[src/rtl/stripe_tx_pkg.sv]
// Shared constants and phase encoding for the stripe_tx / unstripe lane pair.
// The phase names tell which lane register may change at the upcoming edge.
package stripe_tx_pkg;

    localparam int DATA_W = 32;
    localparam int DEPTH  = 4;

    typedef enum logic {
        PH_LANE0 = 1'b0,
        PH_LANE1 = 1'b1
    } phase_t;

endpackage

[src/rtl/stripe_tx_if.sv]
// Word-stream input and two-lane output bundle of the striper.
// master = upstream source / downstream sink side, slave = stripe_tx.
interface stripe_tx_if
    import stripe_tx_pkg::*;
#(
    parameter int DATA_W = stripe_tx_pkg::DATA_W
);

    logic [DATA_W-1:0] dataIn;
    logic              validIn;
    logic              readyOut;
    logic              flush;
    logic [DATA_W-1:0] lane0;
    logic [DATA_W-1:0] lane1;
    logic              valid0;
    logic              valid1;

    modport master (
        output dataIn, validIn, flush,
        input  readyOut, lane0, lane1, valid0, valid1
    );

    modport slave (
        input  dataIn, validIn, flush,
        output readyOut, lane0, lane1, valid0, valid1
    );

endinterface

[src/rtl/stripe_fifo.sv]
// Small FIFO with one write port and a dual-head read (oldest two entries),
// able to retire one or two entries per cycle.
module stripe_fifo
    import stripe_tx_pkg::*;
#(
    parameter  int DATA_W = stripe_tx_pkg::DATA_W,
    parameter  int DEPTH  = stripe_tx_pkg::DEPTH,
    localparam int PTR_W  = $clog2(DEPTH),
    localparam int CNT_W  = $clog2(DEPTH + 1)
) (
    input  logic              clk,
    input  logic              srst,
    input  logic              push,
    input  logic [DATA_W-1:0] wdata,
    input  logic              pop1,
    input  logic              pop2,
    output logic [DATA_W-1:0] rd0,
    output logic [DATA_W-1:0] rd1,
    output logic [CNT_W-1:0]  count
);

    logic [DATA_W-1:0] mem [DEPTH];
    logic [PTR_W-1:0]  wr_ptr_reg, wr_ptr_next;
    logic [PTR_W-1:0]  rd_ptr_reg, rd_ptr_next;
    logic [CNT_W-1:0]  count_reg, count_next;
    logic [CNT_W-1:0]  pop_n;

    // DEPTH is a power of two, so pointer arithmetic wraps for free.
    always_comb begin
        pop_n       = pop2 ? CNT_W'(2) : (pop1 ? CNT_W'(1) : '0);
        wr_ptr_next = wr_ptr_reg + PTR_W'(push);
        rd_ptr_next = rd_ptr_reg + PTR_W'(pop_n);
        count_next  = count_reg + CNT_W'(push) - pop_n;
    end

    always_ff @(posedge clk) begin
        if (push) begin
            mem[wr_ptr_reg] <= wdata;
        end
    end

    always_ff @(posedge clk) begin
        if (srst) begin
            wr_ptr_reg <= '0;
            rd_ptr_reg <= '0;
            count_reg  <= '0;
        end else begin
            wr_ptr_reg <= wr_ptr_next;
            rd_ptr_reg <= rd_ptr_next;
            count_reg  <= count_next;
        end
    end

    assign rd0   = mem[rd_ptr_reg];
    assign rd1   = mem[rd_ptr_reg + PTR_W'(1)];
    assign count = count_reg;

endmodule

[src/rtl/stripe_tx.sv]
// Lane striper: even words leave on lane0 at phase-0 edges, their odd partners
// on lane1 one cycle later; each lane word is held for two cycles.
module stripe_tx
    import stripe_tx_pkg::*;
#(
    parameter int DATA_W = stripe_tx_pkg::DATA_W,
    parameter int DEPTH  = stripe_tx_pkg::DEPTH
) (
    input  logic        clk_2f,
    input  logic        reset,
    stripe_tx_if.slave  bus
);

    localparam int CNT_W = $clog2(DEPTH + 1);

    logic [CNT_W-1:0]  count;
    logic [DATA_W-1:0] rd0, rd1;
    logic              ready, push;
    logic              pair_issue, flush_issue;

    phase_t            phase_reg, phase_next;
    logic [DATA_W-1:0] lane0_reg, lane0_next;
    logic [DATA_W-1:0] lane1_reg, lane1_next;
    logic [DATA_W-1:0] pend_reg, pend_next;
    logic              valid0_reg, valid0_next;
    logic              valid1_reg, valid1_next;
    logic              pend_v_reg, pend_v_next;

    assign ready = (count < CNT_W'(DEPTH));
    assign push  = bus.validIn && ready;

    stripe_fifo #(
        .DATA_W (DATA_W),
        .DEPTH  (DEPTH)
    ) u_fifo (
        .clk   (clk_2f),
        .srst  (reset),
        .push  (push),
        .wdata (bus.dataIn),
        .pop1  (flush_issue),
        .pop2  (pair_issue),
        .rd0   (rd0),
        .rd1   (rd1),
        .count (count)
    );

    always_comb begin
        phase_next  = (phase_reg == PH_LANE0) ? PH_LANE1 : PH_LANE0;
        lane0_next  = lane0_reg;
        valid0_next = valid0_reg;
        lane1_next  = lane1_reg;
        valid1_next = valid1_reg;
        pend_next   = pend_reg;
        pend_v_next = pend_v_reg;
        pair_issue  = 1'b0;
        flush_issue = 1'b0;

        if (phase_reg == PH_LANE0) begin
            // Pops see only the pre-edge occupancy; a same-edge push lands behind them.
            if (count >= CNT_W'(2)) begin
                pair_issue  = 1'b1;
                lane0_next  = rd0;
                valid0_next = 1'b1;
                pend_next   = rd1;
                pend_v_next = 1'b1;
            end else if (count == CNT_W'(1) && bus.flush) begin
                flush_issue = 1'b1;
                lane0_next  = rd0;
                valid0_next = 1'b1;
                pend_v_next = 1'b0;
            end else begin
                lane0_next  = '0;
                valid0_next = 1'b0;
                pend_v_next = 1'b0;
            end
        end else begin
            lane1_next  = pend_v_reg ? pend_reg : '0;
            valid1_next = pend_v_reg;
        end
    end

    always_ff @(posedge clk_2f) begin
        if (reset) begin
            phase_reg  <= PH_LANE0;
            lane0_reg  <= '0;
            valid0_reg <= 1'b0;
            lane1_reg  <= '0;
            valid1_reg <= 1'b0;
            pend_reg   <= '0;
            pend_v_reg <= 1'b0;
        end else begin
            phase_reg  <= phase_next;
            lane0_reg  <= lane0_next;
            valid0_reg <= valid0_next;
            lane1_reg  <= lane1_next;
            valid1_reg <= valid1_next;
            pend_reg   <= pend_next;
            pend_v_reg <= pend_v_next;
        end
    end

    assign bus.readyOut = ready;
    assign bus.lane0    = lane0_reg;
    assign bus.valid0   = valid0_reg;
    assign bus.lane1    = lane1_reg;
    assign bus.valid1   = valid1_reg;

endmodule

[src/flat_wrapper.sv]
// flat-port wrapper written by rule: the top's interface ports become plain ports
module stripe_tx_flat import stripe_tx_pkg::*;
#(
    parameter int DATA_W = stripe_tx_pkg::DATA_W,
    parameter int DEPTH  = stripe_tx_pkg::DEPTH
)
  (clk_2f, reset, bus_dataIn, bus_validIn, bus_flush, bus_readyOut, bus_lane0, bus_lane1, bus_valid0, bus_valid1);
  stripe_tx_if #(.DATA_W(DATA_W)) bus_i ();
  input  logic clk_2f;
  input  logic reset;
  input wire logic [$bits(bus_i.dataIn)-1:0] bus_dataIn;
  input wire logic [$bits(bus_i.validIn)-1:0] bus_validIn;
  input wire logic [$bits(bus_i.flush)-1:0] bus_flush;
  output wire logic [$bits(bus_i.readyOut)-1:0] bus_readyOut;
  output wire logic [$bits(bus_i.lane0)-1:0] bus_lane0;
  output wire logic [$bits(bus_i.lane1)-1:0] bus_lane1;
  output wire logic [$bits(bus_i.valid0)-1:0] bus_valid0;
  output wire logic [$bits(bus_i.valid1)-1:0] bus_valid1;
  assign bus_i.dataIn = bus_dataIn;
  assign bus_i.validIn = bus_validIn;
  assign bus_i.flush = bus_flush;
  assign bus_readyOut = bus_i.readyOut;
  assign bus_lane0 = bus_i.lane0;
  assign bus_lane1 = bus_i.lane1;
  assign bus_valid0 = bus_i.valid0;
  assign bus_valid1 = bus_i.valid1;
  stripe_tx #(.DATA_W(DATA_W), .DEPTH(DEPTH)) u_core (.clk_2f(clk_2f), .reset(reset), .bus(bus_i));
endmodule
[config.mk]
export PLATFORM = sky130hd
export DESIGN_NAME = stripe_tx_flat
export DESIGN_NICKNAME = d
export VERILOG_FILES = /design/src/rtl/stripe_tx_pkg.sv /design/src/rtl/stripe_tx_if.sv /design/src/rtl/stripe_fifo.sv /design/src/rtl/stripe_tx.sv /design/src/flat_wrapper.sv
export SDC_FILE = /design/constraint.sdc
export NUM_CORES = 1
export LEC_CHECK = 0
export CORE_ASPECT_RATIO = 0.9
export CORE_UTILIZATION = 45
export CTS_CLUSTER_SIZE = 14
export DETAILED_ROUTE_END_ITERATION = 10
export PLACE_DENSITY = 0.7
export RECOVER_POWER = 50
export SYNTH_ARGS = -nofsm -noshare
export SYNTH_HDL_FRONTEND = slang
export SYNTH_SLANG_ARGS = --single-unit
[constraint.sdc]
create_clock -name clk_2f -period 7.09 [get_ports clk_2f]
set_input_delay 1.418 -clock clk_2f [delete_from_list [all_inputs] [get_ports clk_2f]]
set_output_delay 1.418 -clock clk_2f [all_outputs]
set_load 0.01 [all_outputs]
# Yosys cells after proc, flatten, opt, wreduce, memory -nomap -nowiden
# Memories as Yosys holds them, arrays and structs flattened. A register that Yosys moved wholly into a read port is not among the register bits.
# Cells that the tools add are included.
# totals
reg_bits	75
out_inout_bits	67
n_memories	1
ram_bits	128
# memory_table
memory	depth	word_bits	rd	rd_clocked_by_memory_dff	write_ports	line	source
u_core.u_fifo.mem	4	32	2	2	1	stripe_fifo.sv:22	logic [DATA_W-1:0] mem [DEPTH];
# classes
mux	15
reduce_logical	3
order_cmp	2
addsub	5
n_bitwise	1
n_eq_ne	1
# ops
cell	count
2-to-1 mux 32 bit	3
2-to-1 mux 1 bit	10
adder 3 x 1 -> 3 bit	1
== test 3 x 1 -> 1 bit (second input constant)	1
>= comparator 3 x 2 -> 1 bit (second input constant)	1
less-than comparator 3 bit (second input constant)	1
2-to-1 mux 3 bit	1
subtractor 3 bit	1
adder 2 x 1 -> 2 bit	1
adder 2 x 1 -> 2 bit (second input constant)	1
adder 2 bit	1
logical AND 1 bit	2
2-to-1 mux 2 bit	1
AND reduction 2 bit	1
NOT 1 bit	1

# Depth between registers and ports, before layout
# logic_depth
depth_word	9
ltp_mapped	8
mapped_depth_nobuf	8

# Modules after synthesis
# A second synthesis with hierarchy kept.
# unflattened
cells_unflattened	545
hier_area_um2	9386.5
# by_module_without_submodules
module	seq_area_each_um2	area_each_um2	cells_per_inst	n_inst
stripe_fifo	3983.8	5768.0	242	1
stripe_tx	2001.9	3618.5	303	1

# Least setup slack after synthesis
# Ideal clock, no wire load.
# synth_path
path_kind	input -> register
start	input bus_validIn
end	memory u_core.u_fifo.mem[1][0], enable pin
n_path_buf	0
setup_ns	0.468
stages	2
slack_ns	2.704
required_ns	6.622
t_arrival_ns	3.918
cell_sequence	nand2_1 nor3b_1
# synth_between
elab_chain_len	3
# synth_rtl
item	line	source
start: declaration	flat_wrapper.sv:12	input wire logic [$bits(bus_i.validIn)-1:0] bus_validIn;
logical AND 1 bit	stripe_tx.sv:30	assign push = bus.validIn && ready;
2-to-1 mux 1 bit	stripe_fifo.sv:37	if (push) begin
2-to-1 mux 1 bit (implied by the code)	stripe_fifo.sv:38	mem[wr_ptr_reg] <= wdata;
end: declaration	stripe_fifo.sv:22	
# Every way passes these cells.

==> metrics.md <==
| Metric | Value |
|---|---|
| Worst EP required | `7.53 ns` |
| Top reg by flops | `u_core.u_fifo.mem` |
| FF+latch area | `roughly 6000 sq um` |
| Failing checks | `capacitance limit, slew limit` |
| Leakage | `around 3.8 nW` |
| Area taken by multi-input logic gates | `2620 sq um` |
| Top cell type's share of synthesized area | `43.8%` |
| TritonCTS Buffers | `24` |
| Area delta synth->final | `22.9%` |
| Synth top cells by count | `edfxtp_1 (128), dfxtp_1 (107), a22o_1 (95), mux4_2 (64), buf_2 (14)` |
| Vias post-DR | `4,826` |
| Post_cts resized | `0` |
| Buf+Inv Stages, Crit Path | `1` |
| Cell breakdown of the critical path | `dlygate4sd3_1 > nor2_1 > a21boi_4 > a22o_1` |
| Worst skew pair latency | `~0.5 ns` |
| Vias per inst | `~5.7` |
| Crit start category | `input port` |
| IO Count | `103` |
| Final Hold Fails | `0` |
| CP Launch Point | `reset` |
| Mapped Nets | `between 500 and 600` |
| CTS tree | `built` |
| Max cap viols | `5` |
| Die outline area | `between 20,000 and 25,000 sq um` |
| Drt wl/cell | `between 20 and 25 um` |
| Nets | `between 600 and 700` |
| Gr usage total | `between 15 and 20%` |
| Worst R2R Start | `u_core.u_fifo.rd_ptr_reg[1]` |
| Sink Count | `235` |
| Status | `complete, but fails checks` |
| Core Area | `19,200 sq um` |
| Most frequent cell after synthesis | `edfxtp_1` |
| Pin count of the biggest net entering global routing | `68` |
| # rows | `48` |
| Power Density | `353 nW/um^2` |
| Starting density of the core | `45.8%` |
| CP max stage delay | `roughly 2 ns` |
| Fin crit share | `72.8%` |
| Post-Syn Instances | `around 480` |
| RSZ-0062 raised after global routing | `false` |
| Max reg flops | `128` |
| Synth Flop Type | `edfxtp_1` |
| GRT Residual Overflow | `0` |
| Max-slew violations | `about 130` |
| Final setup vio count | `0` |
| Vias in the first global route | `5,054` |
| Crit path capture type | `flip-flop` |
| Critical Path Fanout Max | `35` |
| Critical Path AT | `5.60 ns` |
| Root Buffer | `clkbuf_16` |
| Slowest stage cell, crit path | `nor2_1` |
| Yosys top cell by area | `edfxtp_1` |
| End of the critical path | `u_core.bus.lane0[20]` |
| DRC violations left | `0` |
| Number of synthesis warnings | `0` |
| Global placer's final weighted congestion | `0.753` |
| Finished Core Util | `between 50% and 60%` |
| Async SR Flop Fraction | `0%` |
| Hold WC Path Type | `flip-flop to flip-flop` |
| Post-CTS Setup Repair Bufs | `0` |
| Crit-path leading delay family | `simple AND/OR/NAND/NOR gates` |
| Detailed Place HPWL | `around 11 mm` |
| Mean Syn Cell Area | `18.5 sq um` |
| Setup CP Type | `input port to flip-flop` |
| Reg2Reg Setup Slack | `around 2.2 ns` |
| Skew final | `0.0118 ns` |
| Port bufs | `about 100` |
| Hold path depth | `1` |
| Max_slew headroom | `-80.4%` |
| WP depth | `4` |
| Post-synth EDFFs | `around 130` |
| Total negative slack | `0 ns` |
| Fillers | `1,481` |
| Seq/Total Area, Yosys | `about two thirds` |
| Die Span Y | `roughly 130 um` |
| RR Endpoint | `u_core.bus.lane0[20]` |
| Number of distinct library cells after synthesis | `34` |
| Slew @ Worst Pin | `2.71 ns` |
| Fmax | `194 MHz` |
| Final wirelength | `18.0 mm` |
| First-pass GRT wire length | `28.0 mm` |
| Max clock buf depth | `3` |
| H-tree depth | `1` |
| Cts-stage hold buffer count | `0` |
| WHS | `~0.46 ns` |
| Clock-pin slew on the worst setup and hold paths | `0.06 ns` |
| DIE WIDTH | `149 um` |
| 1st-iter DRT viols | `about 330` |
| Final WS setup | `1.93 ns` |
| Total Power | `between 3 and 4 mW` |
| Synth area leaders | `edfxtp_1 (44%), dfxtp_1 (24%), mux4_2 (16%)` |
| Tmin final | `between 5 and 6 ns` |
| VDD IR-drop max | `between 200 and 250 uV` |
| DRT antenna net count | `0` |
| Initial antenna violation count | `2` |
| Share of layout cells above drive strength 1 | `about a fifth` |
| R2R cell count | `3` |
| Drt pass-1 iters | `4` |
| Placement Setup Slack | `approximately 2.7 ns` |
| #FFs+latches synth | `235` |
| Cell Area, Synth | `about 8800 sq um` |
[cell type report]
| class | instances | area share [%] |
|---|---|---|
| clock inverters | 11 | 1.02 |
| well taps | 250 | 2.90 |
| multi-input cells | 203 | 24.3 |
| diodes | 2 | 0.0464 |
| clock buffers | 33 | 6.35 |
| repair buffers | 108 | 9.84 |
| inverters | 2 | 0.0696 |
| flip-flops and latches | 235 | 55.5 |
[worst reg2reg max path: stages (launching register included)]
cell      delay (ns)
dfxtp_1         1.74
clkbuf_1        2.05
mux4_2          0.72
a22o_1          0.24
[through the flow]
step | cell area, sq um | std cells
floorplan | 8780 | 475
global placement | 10000 | 798
detailed placement | 10000 | 798
CTS | 10800 | 842
global route | 10800 | 842
finish | 10800 | 844
[how the worst min path moves through the flow]
stage                              start                   end
floorplan            u_core.pend_reg[30]  u_core.bus.lane1[30]
global placement       u_core.bus.valid0     u_core.bus.valid0
detailed placement   u_core.pend_reg[17]  u_core.bus.lane1[17]
CTS                   u_core.pend_reg[3]   u_core.bus.lane1[3]
global route        u_core.bus.lane0[11]  u_core.bus.lane0[11]
finish                 u_core.bus.valid0     u_core.bus.valid0
[layer usage]
| layer | vias to the layer above | share of wire, % | global-route usage, % |
|---|---|---|---|
| li1 | 2165 | - | - |
| met1 | 2507 | 43 | 24.3 |
| met2 | 123 | 50 | 30.9 |
| met3 | 29 | 5.2 | 3.75 |
| met4 | 2 | 1.9 | 4.88 |
| met5 | - | 0.072 | 0 |
[power by group]
part	total, mW	internal (mW)	switching (mW)
logic	0.772	0.458	0.314
clock network	1.25	0.750	0.496
registers	1.80	1.63	0.166
total	3.81	2.84	0.976
[layout by cell type, fill, tap and decap left out, types with 2 or more instances in the layout]
cell             instances
mux4_2                  64
clkbuf_16               25
bufinv_16                2
or2_1                    2
or4_1                    3
clkbuf_1                 6
clkinv_4                 2
inv_1                    2
clkinv_2                 5
nor2b_1                  3
nor2_1                   5
dfxtp_1                106
buf_4                    5
nor2_4                   2
clkinv_1                 2
diode_2                  2
clkdlybuf4s50_1         13
dlygate4sd3_1           89
a21o_1                   2
edfxtp_1               128
xnor2_1                  3
ha_1                     3
clkbuf_8                 3
a22o_1                  95
nand2_1                  3
nor3_1                   2
o21ai_1                  2
[cell families (layout without fill, tap and decap cells)]
group	count (synthesis)	after routing	share of synthesized area, %
flip-flops	235	235	68.1
AO/OA/AOI/OAI	104	104	10.2
multiplexers	65	65	16.5
buffers and inverters	37	154	2.34
AND/OR/NAND/NOR	26	26	1.70
adder cells (fa/ha/maj)	4	4	0.655
XOR/XNOR	4	4	0.399
other	0	2	0
(Power assumes the default switching activity.)
==> variant (same settings) <==
The package constant `DATA_W` goes from 32 to 40.
--- a/src/rtl/stripe_tx_pkg.sv
+++ b/src/rtl/stripe_tx_pkg.sv
@@ -2,7 +2,7 @@
 // The phase names tell which lane register may change at the upcoming edge.
 package stripe_tx_pkg;
 
-    localparam int DATA_W = 32;
+    localparam int DATA_W = 40;
     localparam int DEPTH  = 4;
 
     typedef enum logic {
Interface: changed (resized bus_dataIn, bus_lane0 and bus_lane1); port bits go from 103 to 127. The function was not compared with the original's and may differ.
==> variant against the original RTL <==
The run ends with design-rule violations, max-capacitance violations, max-slew violations left. Non-clock buffer count is 25 higher. Power is 20% higher. Final area is 23% higher. First-iteration DRC count is 28% higher. Setup slack better by 770 ps. Sequential cell count is 56 higher. Area after synthesis is 24% higher. Worst hold slack better by 3.4 ps. Routed wire length is 27% higher. Critical path type unchanged. Critical endpoint is now u_core.u_fifo.mem[3][14]. Largest cell class unchanged. Largest power group unchanged.
==> variant: results (changes against the original RTL) <==
Global route
  – Met2 usage in global routing: 31.76% (+0.83 points)
  – First-pass GRT wire length: 35310 um (+26%)
  – Grt met1 use: 24.14% (-0.16 points)
  – Number of global-route vias before repair: 6344 (+26%)

Finish
  – Final nets: 749 (+22%)

Logic synthesis
  – Seq/Total Area, Yosys: 68.32% (+0.18 points)
  – Post-synth EDFFs: 160 (+25%)
  – Netlist cell types: 31 (-8.8%)
  – Synth top cells by count: edfxtp_1 (160), dfxtp_1 (131), a22o_1 (119)

Outcome
  – Outcome: finished, violations left
  – Failing checks: design-rule violations, max-capacitance violations, max-slew violations

Timing
  – Worst-Margin Slew: 2946 ps (+240.0 ps)
  – Slew Viols, Final: 165 (+32%)
  – Tcrit/Tclk final: 61.98% (-11 points)
  – Setup Skew: 9.797 ps (-2.042 ps)

Setup path
  – R2r setup slk: 3680 ps (+1460 ps)
  – CP endpoint: u_core.u_fifo.mem[3][14]
  – CP Max Fanout: 40 (+14%)

Detailed routing
  – Starting DRT DRC Count: 427 (+28%)
  – 1st-pass router iterations: 8 (+4)
  – Drt drc: 12 (+12)
  – DR WL/cell: 22.17 um (+4.0%)

Power
  – Peak VDD IR: 0.2095 mV (-0.90%)

Clock network
  – Worst skew pair latency: 530 ps (+30 ps)
  – CTS buffer count: 29 (+21%)

Placement
  – Placer Congestion: 0.7671 (+1.9%)
  – Detailed placement HPWL: 12900 um (+20%)
  – Port Buffers: 126 (+24%)

Flow run
  – # Max-Cap Violations: 4 (-1)
[variant: cell count changes in the layout (fill, tap and decap cells not counted), sizes merged, moves of 3 or more]
cell           delta
dfxtp            +24
mux4             +16
clkinv            -3
edfxtp           +32
clkdlybuf4s50    +70
dlygate4sd3      -46
clkbuf           +14
a22o             +24
inv               +3
or4               -3
[variant: metrics by stage]
| step | utilization, % | power, mW | hold slack, ps | instance area [um2] | std cells |
|---|---|---|---|---|---|
| finish | 56.46 | 4.571 | 466.2 | 13290 | 1027 |
| global route | 56.43 | 4.764 | 490.1 | 13290 | 1025 |
| CTS | 56.52 | 4.617 | 468.3 | 13310 | 1025 |
| detailed placement | 52.40 | 3.099 | 453.0 | 12340 | 972 |
| global placement | 52.40 | 3.067 | 452.1 | 12340 | 972 |
| floorplan | - | 2.817 | 436.6 | 10870 | 582 |
[variant: kinds of logic (layout without fill, tap and decap cells)]
family	after synthesis	after routing	synth area share, %
AO/OA/AOI/OAI	128	128	10.12
XOR/XNOR	3	3	0.2418
other	0	2	0
multiplexers	80	80	16.57
flip-flops	291	291	68.32
adder cells (fa/ha/maj)	4	4	0.5295
buffers and inverters	48	189	2.774
AND/OR/NAND/NOR	28	28	1.439
[variant: worst max-delay path, cell delays in order]
cell and delay [ps]:
dlygate4sd3_1 540, nand2_1 100, inv_1 120, and3_2 180, clkbuf_1 2070
[variant: cell type report]
class / instances / area, um2
sequential: 291 / 7435
antenna: 2 / 5.005
tap: 302 / 377.9
clock buffer: 44 / 899.6
timing repair buffer: 133 / 1299
fill: 1742 / 10250
inverter: 3 / 11.26
clock inverter: 9 / 70.07
multi-input combinational: 243 / 3193
